<file path="src/rtl/t04_muldiv_pkg.sv">
// Shared types and constants for the iterative RV32M multiply/divide unit.
package t04_muldiv_pkg;

  // RV32M funct3 encodings
  typedef enum logic [2:0] {
    OP_MUL    = 3'b000,
    OP_MULH   = 3'b001,
    OP_MULHSU = 3'b010,
    OP_MULHU  = 3'b011,
    OP_DIV    = 3'b100,
    OP_DIVU   = 3'b101,
    OP_REM    = 3'b110,
    OP_REMU   = 3'b111
  } muldiv_op_t;

  typedef enum logic [1:0] {
    IDLE = 2'd0,
    CALC = 2'd1,
    FIX  = 2'd2,
    DONE = 2'd3
  } muldiv_state_t;

  // Cycles from the edge that samples start to the cycle in which done is high
  localparam int MULDIV_LATENCY = 33;

endpackage

</file>
<file path="src/rtl/t04_muldiv_unit.sv">
// Iterative RV32M multiply/divide unit: sign-magnitude operands, one radix-2
// step per cycle for XLEN cycles, then a single sign-fix cycle.
module t04_muldiv_unit
  import t04_muldiv_pkg::*;
#(
  parameter int XLEN = 32
) (
  input  logic            clk,
  input  logic            rst,
  input  logic            start,
  input  logic [2:0]      funct3,
  input  logic [XLEN-1:0] opA,
  input  logic [XLEN-1:0] opB,
  input  logic            flush,
  output logic            busy,
  output logic            done,
  output logic [XLEN-1:0] result
);

  localparam int CW = $clog2(XLEN) + 1;

  // Magnitude of a value; the most negative signed value maps to its unsigned
  // magnitude, so no extra bit is needed.
  function automatic logic [XLEN-1:0] to_mag(input logic [XLEN-1:0] v, input logic is_signed);
    logic signed [XLEN-1:0] sv;
    sv = $signed(v);
    return (is_signed && (sv < 0)) ? -v : v;
  endfunction

  muldiv_state_t   state_q, state_d;
  muldiv_op_t      op_q, op_d;
  logic            neg_q, neg_d;        // negate product / quotient
  logic            rneg_q, rneg_d;      // remainder takes dividend sign
  logic [XLEN-1:0] hi_q, hi_d;          // product high word / partial remainder
  logic [XLEN-1:0] lo_q, lo_d;          // multiplier -> product low / dividend -> quotient
  logic [XLEN-1:0] mcand_q, mcand_d;    // multiplicand or divisor magnitude
  logic [CW-1:0]   cnt_q, cnt_d;
  logic [XLEN-1:0] result_q, result_d;

  logic            a_signed, b_signed, sa, sb;
  logic [XLEN:0]   mul_sum;
  logic [XLEN+1:0] div_diff;
  logic [2*XLEN-1:0] prod_fix;
  logic [XLEN-1:0] quo_fix, rem_fix;

  // State and datapath registers, all cleared by the asynchronous reset
  always_ff @(posedge clk or posedge rst) begin
    if (rst) begin
      state_q  <= IDLE;
      op_q     <= OP_MUL;
      neg_q    <= 1'b0;
      rneg_q   <= 1'b0;
      hi_q     <= '0;
      lo_q     <= '0;
      mcand_q  <= '0;
      cnt_q    <= '0;
      result_q <= '0;
    end else begin
      state_q  <= state_d;
      op_q     <= op_d;
      neg_q    <= neg_d;
      rneg_q   <= rneg_d;
      hi_q     <= hi_d;
      lo_q     <= lo_d;
      mcand_q  <= mcand_d;
      cnt_q    <= cnt_d;
      result_q <= result_d;
    end
  end

  // Next-state logic; flush overrides everything including a same-cycle start
  always_comb begin
    state_d = state_q;
    if (flush) begin
      state_d = IDLE;
    end else begin
      case (state_q)
        IDLE:    if (start) state_d = CALC;
        CALC:    if (cnt_q == CW'(XLEN - 1)) state_d = FIX;
        FIX:     state_d = DONE;
        DONE:    state_d = IDLE;
        default: state_d = IDLE;
      endcase
    end
  end

  // Operand latch, per-cycle shift-add / restoring-divide step, and sign fix
  always_comb begin
    op_d     = op_q;
    neg_d    = neg_q;
    rneg_d   = rneg_q;
    hi_d     = hi_q;
    lo_d     = lo_q;
    mcand_d  = mcand_q;
    cnt_d    = cnt_q;
    result_d = result_q;

    a_signed = (funct3 == OP_MUL) || (funct3 == OP_MULH) || (funct3 == OP_MULHSU) ||
               (funct3 == OP_DIV) || (funct3 == OP_REM);
    b_signed = (funct3 == OP_MUL) || (funct3 == OP_MULH) ||
               (funct3 == OP_DIV) || (funct3 == OP_REM);
    sa = a_signed & opA[XLEN-1];
    sb = b_signed & opB[XLEN-1];

    mul_sum  = {1'b0, hi_q} + {1'b0, (lo_q[0] ? mcand_q : {XLEN{1'b0}})};
    div_diff = {1'b0, hi_q, lo_q[XLEN-1]} - {2'b00, mcand_q};

    prod_fix = neg_q ? -{hi_q, lo_q} : {hi_q, lo_q};
    quo_fix  = neg_q ? -lo_q : lo_q;
    rem_fix  = rneg_q ? -hi_q : hi_q;

    case (state_q)
      IDLE: begin
        if (start && !flush) begin
          op_d   = muldiv_op_t'(funct3);
          hi_d   = '0;
          cnt_d  = '0;
          rneg_d = sa;
          if (funct3[2]) begin
            lo_d    = to_mag(opA, a_signed);
            mcand_d = to_mag(opB, b_signed);
            // Divide by zero keeps the all-ones quotient unsigned-looking
            neg_d   = (sa ^ sb) && (opB != '0);
          end else begin
            lo_d    = to_mag(opB, b_signed);
            mcand_d = to_mag(opA, a_signed);
            neg_d   = sa ^ sb;
          end
        end
      end
      CALC: begin
        cnt_d = cnt_q + CW'(1);
        if (op_q[2]) begin
          hi_d = div_diff[XLEN+1] ? {hi_q[XLEN-2:0], lo_q[XLEN-1]} : div_diff[XLEN-1:0];
          lo_d = {lo_q[XLEN-2:0], ~div_diff[XLEN+1]};
        end else begin
          hi_d = mul_sum[XLEN:1];
          lo_d = {mul_sum[0], lo_q[XLEN-1:1]};
        end
      end
      FIX: begin
        if (!flush) begin
          case (op_q)
            OP_MUL:                  result_d = prod_fix[XLEN-1:0];
            OP_MULH, OP_MULHSU,
            OP_MULHU:                result_d = prod_fix[2*XLEN-1:XLEN];
            OP_DIV, OP_DIVU:         result_d = quo_fix;
            default:                 result_d = rem_fix;
          endcase
        end
      end
      default: ;
    endcase
  end

  // Status outputs decoded from the current state
  always_comb begin
    busy   = (state_q == CALC) || (state_q == FIX);
    done   = (state_q == DONE);
    result = result_q;
  end

endmodule
</file>
<file path="config.mk">
export PLATFORM = sky130hd
export DESIGN_NAME = t04_muldiv_unit
export DESIGN_NICKNAME = d
export VERILOG_FILES = /design/src/rtl/t04_muldiv_pkg.sv /design/src/rtl/t04_muldiv_unit.sv
export SDC_FILE = /design/constraint.sdc
export NUM_CORES = 1
export LEC_CHECK = 0
export BUFFER_PORTS_ARGS = -buffer_cell sky130_fd_sc_hd__buf_2
export CAP_MARGIN = 20
export CORE_MARGIN = 2
export CORE_UTILIZATION = 41
export CTS_CLUSTER_DIAMETER = 30
export CTS_CLUSTER_SIZE = 28
export DETAILED_ROUTE_END_ITERATION = 8
export GPL_TIMING_DRIVEN = 0
export PLACE_DENSITY = 0.7
export SKIP_CTS_REPAIR_TIMING = 1
export SLEW_MARGIN = 10
export SYNTH_ARGS = -nofsm -noshare
export SYNTH_HDL_FRONTEND = slang
export SYNTH_SLANG_ARGS = --single-unit
</file>
<file path="constraint.sdc">
create_clock -name clk -period 11.8 [get_ports clk]
set_clock_uncertainty 0.05 [all_clocks]
set_input_delay 0.59 -clock clk [delete_from_list [all_inputs] [get_ports clk]]
set_output_delay 0.59 -clock clk [all_outputs]
set_load 0.005 [all_outputs]
</file>
# == Word-level counts from Yosys, hierarchy flattened ==
# Cells that the tools add are included.
# totals
output_inout_bits,34
wordCells,86
in_bits,71
regBits,141
# op_classes
muxes,23
bitwise,5
eq_ne,16
order_cmp,2
add_sub_neg,8
reduce_logical,23
# ops
operator,n
two-way mux 32 bit,12
negation 32 bit,4
case mux 32 bit (2 select lines),2
case mux 32 bit (3 select lines),1
less-than comparator 32 x 1 -> 1 bit (second input constant),2
two-way mux 64 bit,1
negation 64 bit,1
subtractor 33 x 32 -> 34 bit,1
adder 32 x 32 -> 33 bit,1
nonzero test 32 bit,1
equality test 3 bit (second input constant),4
case mux 6 bit (2 select lines),1
equality test 3 x 2 -> 1 bit (second input constant),3
case mux 2 bit (4 select lines),1
AND reduction 2 bit,4
logical OR 1 bit,7
adder 6 x 1 -> 6 bit (second input constant),1
equality test 3 x 1 -> 1 bit (second input constant),2
equality test 6 x 5 -> 1 bit (second input constant),1
zero test 3 bit,2
two-way mux 2 bit,3
two-way mux 6 bit,1
!= test 3 bit (second input constant),2
equality test 2 bit (second input constant),2
other kinds (12),17

# == Logic depth before layout (Yosys ltp) ==
# logic_depth
ltp_word,10
ltp_mapped,15
depth_no_buf,13

# == Worst setup path before layout ==
# No wires, ideal clock.
# synth_timing
kind,reg-to-reg
from,register lo_q[0]
to,register hi_q[17]
synth_period_minus_slack_ns,3.378
arrival_time_ns,3.202
path_stages_with_launch,15
path_buffers,1
t_required_ns,11.624
setup_slack_ns,8.422
setup_ns,0.126
cell_sequence,dfrtp_1 -> clkbuf_1 -> and2_1 -> ha_1 -> inv_1 -> fa_1 -> nor2b_1 -> o2111ai_1 -> a21boi_0 -> a41oi_1 -> o31ai_1 -> a31oi_1 -> o21ai_0 -> xnor2_1 -> a221o_1
# synth_between
elab_chain_len,4
# synth_rtl
item,line_no,rtl
from (decl),t04_muldiv_unit.sv:35,"logic [XLEN-1:0] lo_q, lo_d;"
from (signal assigned),t04_muldiv_unit.sv:64,lo_q <= lo_d;
two-way mux 32 bit,t04_muldiv_unit.sv:105,"mul_sum = {1'b0, hi_q} + {1'b0, (lo_q[0] ? mcand_q : {XLEN{1'b0}})};"
adder 32 x 32 -> 33 bit,t04_muldiv_unit.sv:105,
two-way mux 32 bit,t04_muldiv_unit.sv:133,if (op_q[2]) begin
case mux 32 bit (2 select lines),t04_muldiv_unit.sv:112,case (state_q)
to (signal assigned),t04_muldiv_unit.sv:63,hi_q <= hi_d;
to (decl),t04_muldiv_unit.sv:34,"logic [XLEN-1:0] hi_q, hi_d;"
# Every way passes these cells.
# A chain may end at the register's enable or synchronous reset.

# == Final worst setup path ==
# layout_timing
from,register lo_q[0]
to,register hi_q[29]
# Same word-level chain as after synthesis.

==> out/qor.yml <==
reg2reg_slack_ps: 7190
route.detailed.wl_per_inst_microns: 22.1
period_needed_ps: 4610
worstHoldPathType: "primary input to async pin"
worstPathMaxFanout: 10
routed-wl-met3_microns: 4660
totalPowerFinal_mw: 5.06
cts_buffer_depth: 2
synth_cell_types: 78
max_slew_margin_pct: 39.3
max_stage_delay_ps: 470
rsz0062_at_grt: "no"
setup_tns_ps: 0
met1_length_microns: 23000
r2r_start: "lo_q[0]"
syn_avg_cell_area_sq_um: 7.67
n_antenna_cell: 0
grt_pass1_vias: 13999
powerDensity_nw_per_um2: 320
critPathSlowestCell: "o21ai_0"
grt_use_total_pct: 29.7
path_buf_inv: 3
coreArea_sq_um: 33600
cts_tree: "yes"
hpwl_microns: 42200
areaGrowthSynthToFinish_pct: 12.3
cpMostUsedCell: "clkbuf_1"
synth_fp_nets: 1979
grt_pass1_wl_microns: 81900
topRoutingLayerUsed: "met4"
root_buffer: "clkbuf_16"
finalCritPeriodShare_pct: 39.1
layout_common_cells: "nand2_1, nor2_1, o21ai_0"
ios: 105
clock.fmax_mhz: 217
synthCells: 1833
finalSetupViolations: 0
vias: 14710
seq_area_frac_synth_pct: 25.1
place.gp.congestion: 0.996
power.share.switching_pct: 53.8
ir_worst_vdd_v: 0.000132
die_x_microns: 189
status: "complete, no violations"
clock_latency_ps: 440
drt_wl_total_microns: 53400
required_ps: 12070
crit_arrival_ps: 4880
synth.area.top_cells: "dfrtp_1, xnor2_1, ha_1"
via_per_inst: 6.09
initial_core_util_pct: 41.8
worstSetupStartpointType: "flop"
nNetsFinal: 2102
io_buffer_count: 103
path_clk_slew_ps: 70
grt_overflow_total: 0
wl_met2_microns: 23700
antenna_found_initial: 0
layout_commonest_cell: "nand2_1"
end_kind: "flop"
yosysTopAreaCell: "dfrtp_1"
numCtsBuffers: 17
drtIter0Drc: 1882
die_y_microns: 189
reg2reg_depth: 13
ant_nets: 0
grt_max_degree: 93
timing.final.max_slew_violations: 0
path_delay_family: "compound AO/OA/AOI/OAI gates"
critPathKind: "flop to flop"
netlist_area_sq_um: 14100
p_switching_mw: 2.72
maxCapViolCount: 0
p_clk_share_pct: 11.6
cts_sinks: 141
p_leak_nw: 6.83
drt_pass1_iterations: 9
hold_viol_final: 0
power.share.sequential_pct: 18.8
synth_flop_cell: "dfrtp_1"
drive_gt1_share_pct: 10.1
die-area_sq_um: 35800
tightestPinTransition_ps: 911
synth_enable_flop_cells: 0
pwr-share-comb_pct: 69.6
ys_seq_elements: 141
crit_chain: "clkbuf_1, inv_1, clkbuf_1, nor2_1, ha_1, o2111ai_1, a21boi_0, a41oi_1, o21ai_0, a31oi_1, a21oi_1, mux2i_1, or3_1"
power.internal_mw: 2.33
synth_top_area_share_pct: 25.1
rows: 67
h-tree-depth: 4
drcViolationCount: 0
timing.rr.end: "hi_q[29]"
yosysWarnings: 0
async_flop_share_pct: 100
-- worst max-delay path by stage --
stage	start	end	slack (ps)	cells after the start
2_1_floorplan	rst	cnt_q[0]	7380	1
3_3_place_gp	rst	mcand_q[19]	5490	2
3_5_place_dp	lo_q[0]	hi_q[29]	7370	15
4_1_cts	lo_q[0]	hi_q[29]	7350	15
5_1_grt	lo_q[0]	hi_q[29]	6950	13
6_report	lo_q[0]	hi_q[29]	7190	13
-- Yosys cell counts (all sizes together) (27+ instances only) --
master and count:
a21oi 157, nand2 215, clkbuf 102, xor2 89
mux2i 42, inv 60, a211oi 29, o21ai 179
nor3 27, nor2 183, nand3 32, xnor2 107
o31ai 35, ha 73, dfrtp 141
-- metrics by stage --
stage / hold WS [ps] / utilization, % / instances / setup WS, ps / cell area [sq um]
final: 96.3 / 47.0 / 2417 / 7190 / 15800
after global routing: 130 / 47.0 / 2417 / 6950 / 15800
after CTS: 115 / 47.0 / 2417 / 7350 / 15800
after detailed placement: 410 / 45.1 / 2385 / 7370 / 15200
after global placement: 406 / 45.0 / 2384 / 5490 / 15100
after floorplan: 399 / - / 1833 / 7380 / 14100
-- state kept, by name (all words and copies together), names as in the netlist --
signal,count
state_q,2
mcand_q,32
hi_q,32
neg_q,1
lo_q,32
op_q,3
result,32
rneg_q,1
cnt_q,6
-- logic make-up (layout without fill, tap and decap cells) --
logic type	count (synthesis)	count (layout)	share of synthesized area, %
and+or+nand+nor	583	583	19.5
adders and majority gates	75	75	6.78
AOI/OAI and AO/OA	593	593	26.7
muxes	64	64	4.75
xor gates and xnor gates	196	196	12.2
buffers and inverters	181	317	4.97
DFF	141	141	25.1
-- worst reg2reg max path, delay by kind of cell, from the launching register on --
kind,cells,cell delay [ps]
buf+inv,3,960
fa+ha+maj,1,400
flops,1,360
mux,1,130
compound gates,6,2110
simple gates,2,490
-- area by class of cell --
class | count | area (sq um)
multi-input cells | 1511 | 9830
clock buffers | 20 | 457
plain buffers | 119 | 465
repair buffers | 104 | 543
fillers | 3391 | 17800
flip-flops and latches | 141 | 3530
inverters | 62 | 240
clock inverters | 12 | 158
well taps | 448 | 561
-- power by group through the flow --
stage | clock [mW] | sequential [mW] | combinational, mW
floorplan | 0 | 0.851 | 2.47
global placement | 0 | 0.936 | 3.38
detailed placement | 0 | 0.944 | 3.41
CTS | 0.589 | 0.937 | 3.43
global route | 0.608 | 0.971 | 3.82
finish | 0.588 | 0.949 | 3.52
-- layer usage --
metal  GRT usage, %  vias up
met4           13.0        0
met2           47.1      775
met5              0        -
li1               -     6877
met3           4.71      113
met1           40.0     6945
Note: power is estimated with default switching activity, not from simulation.
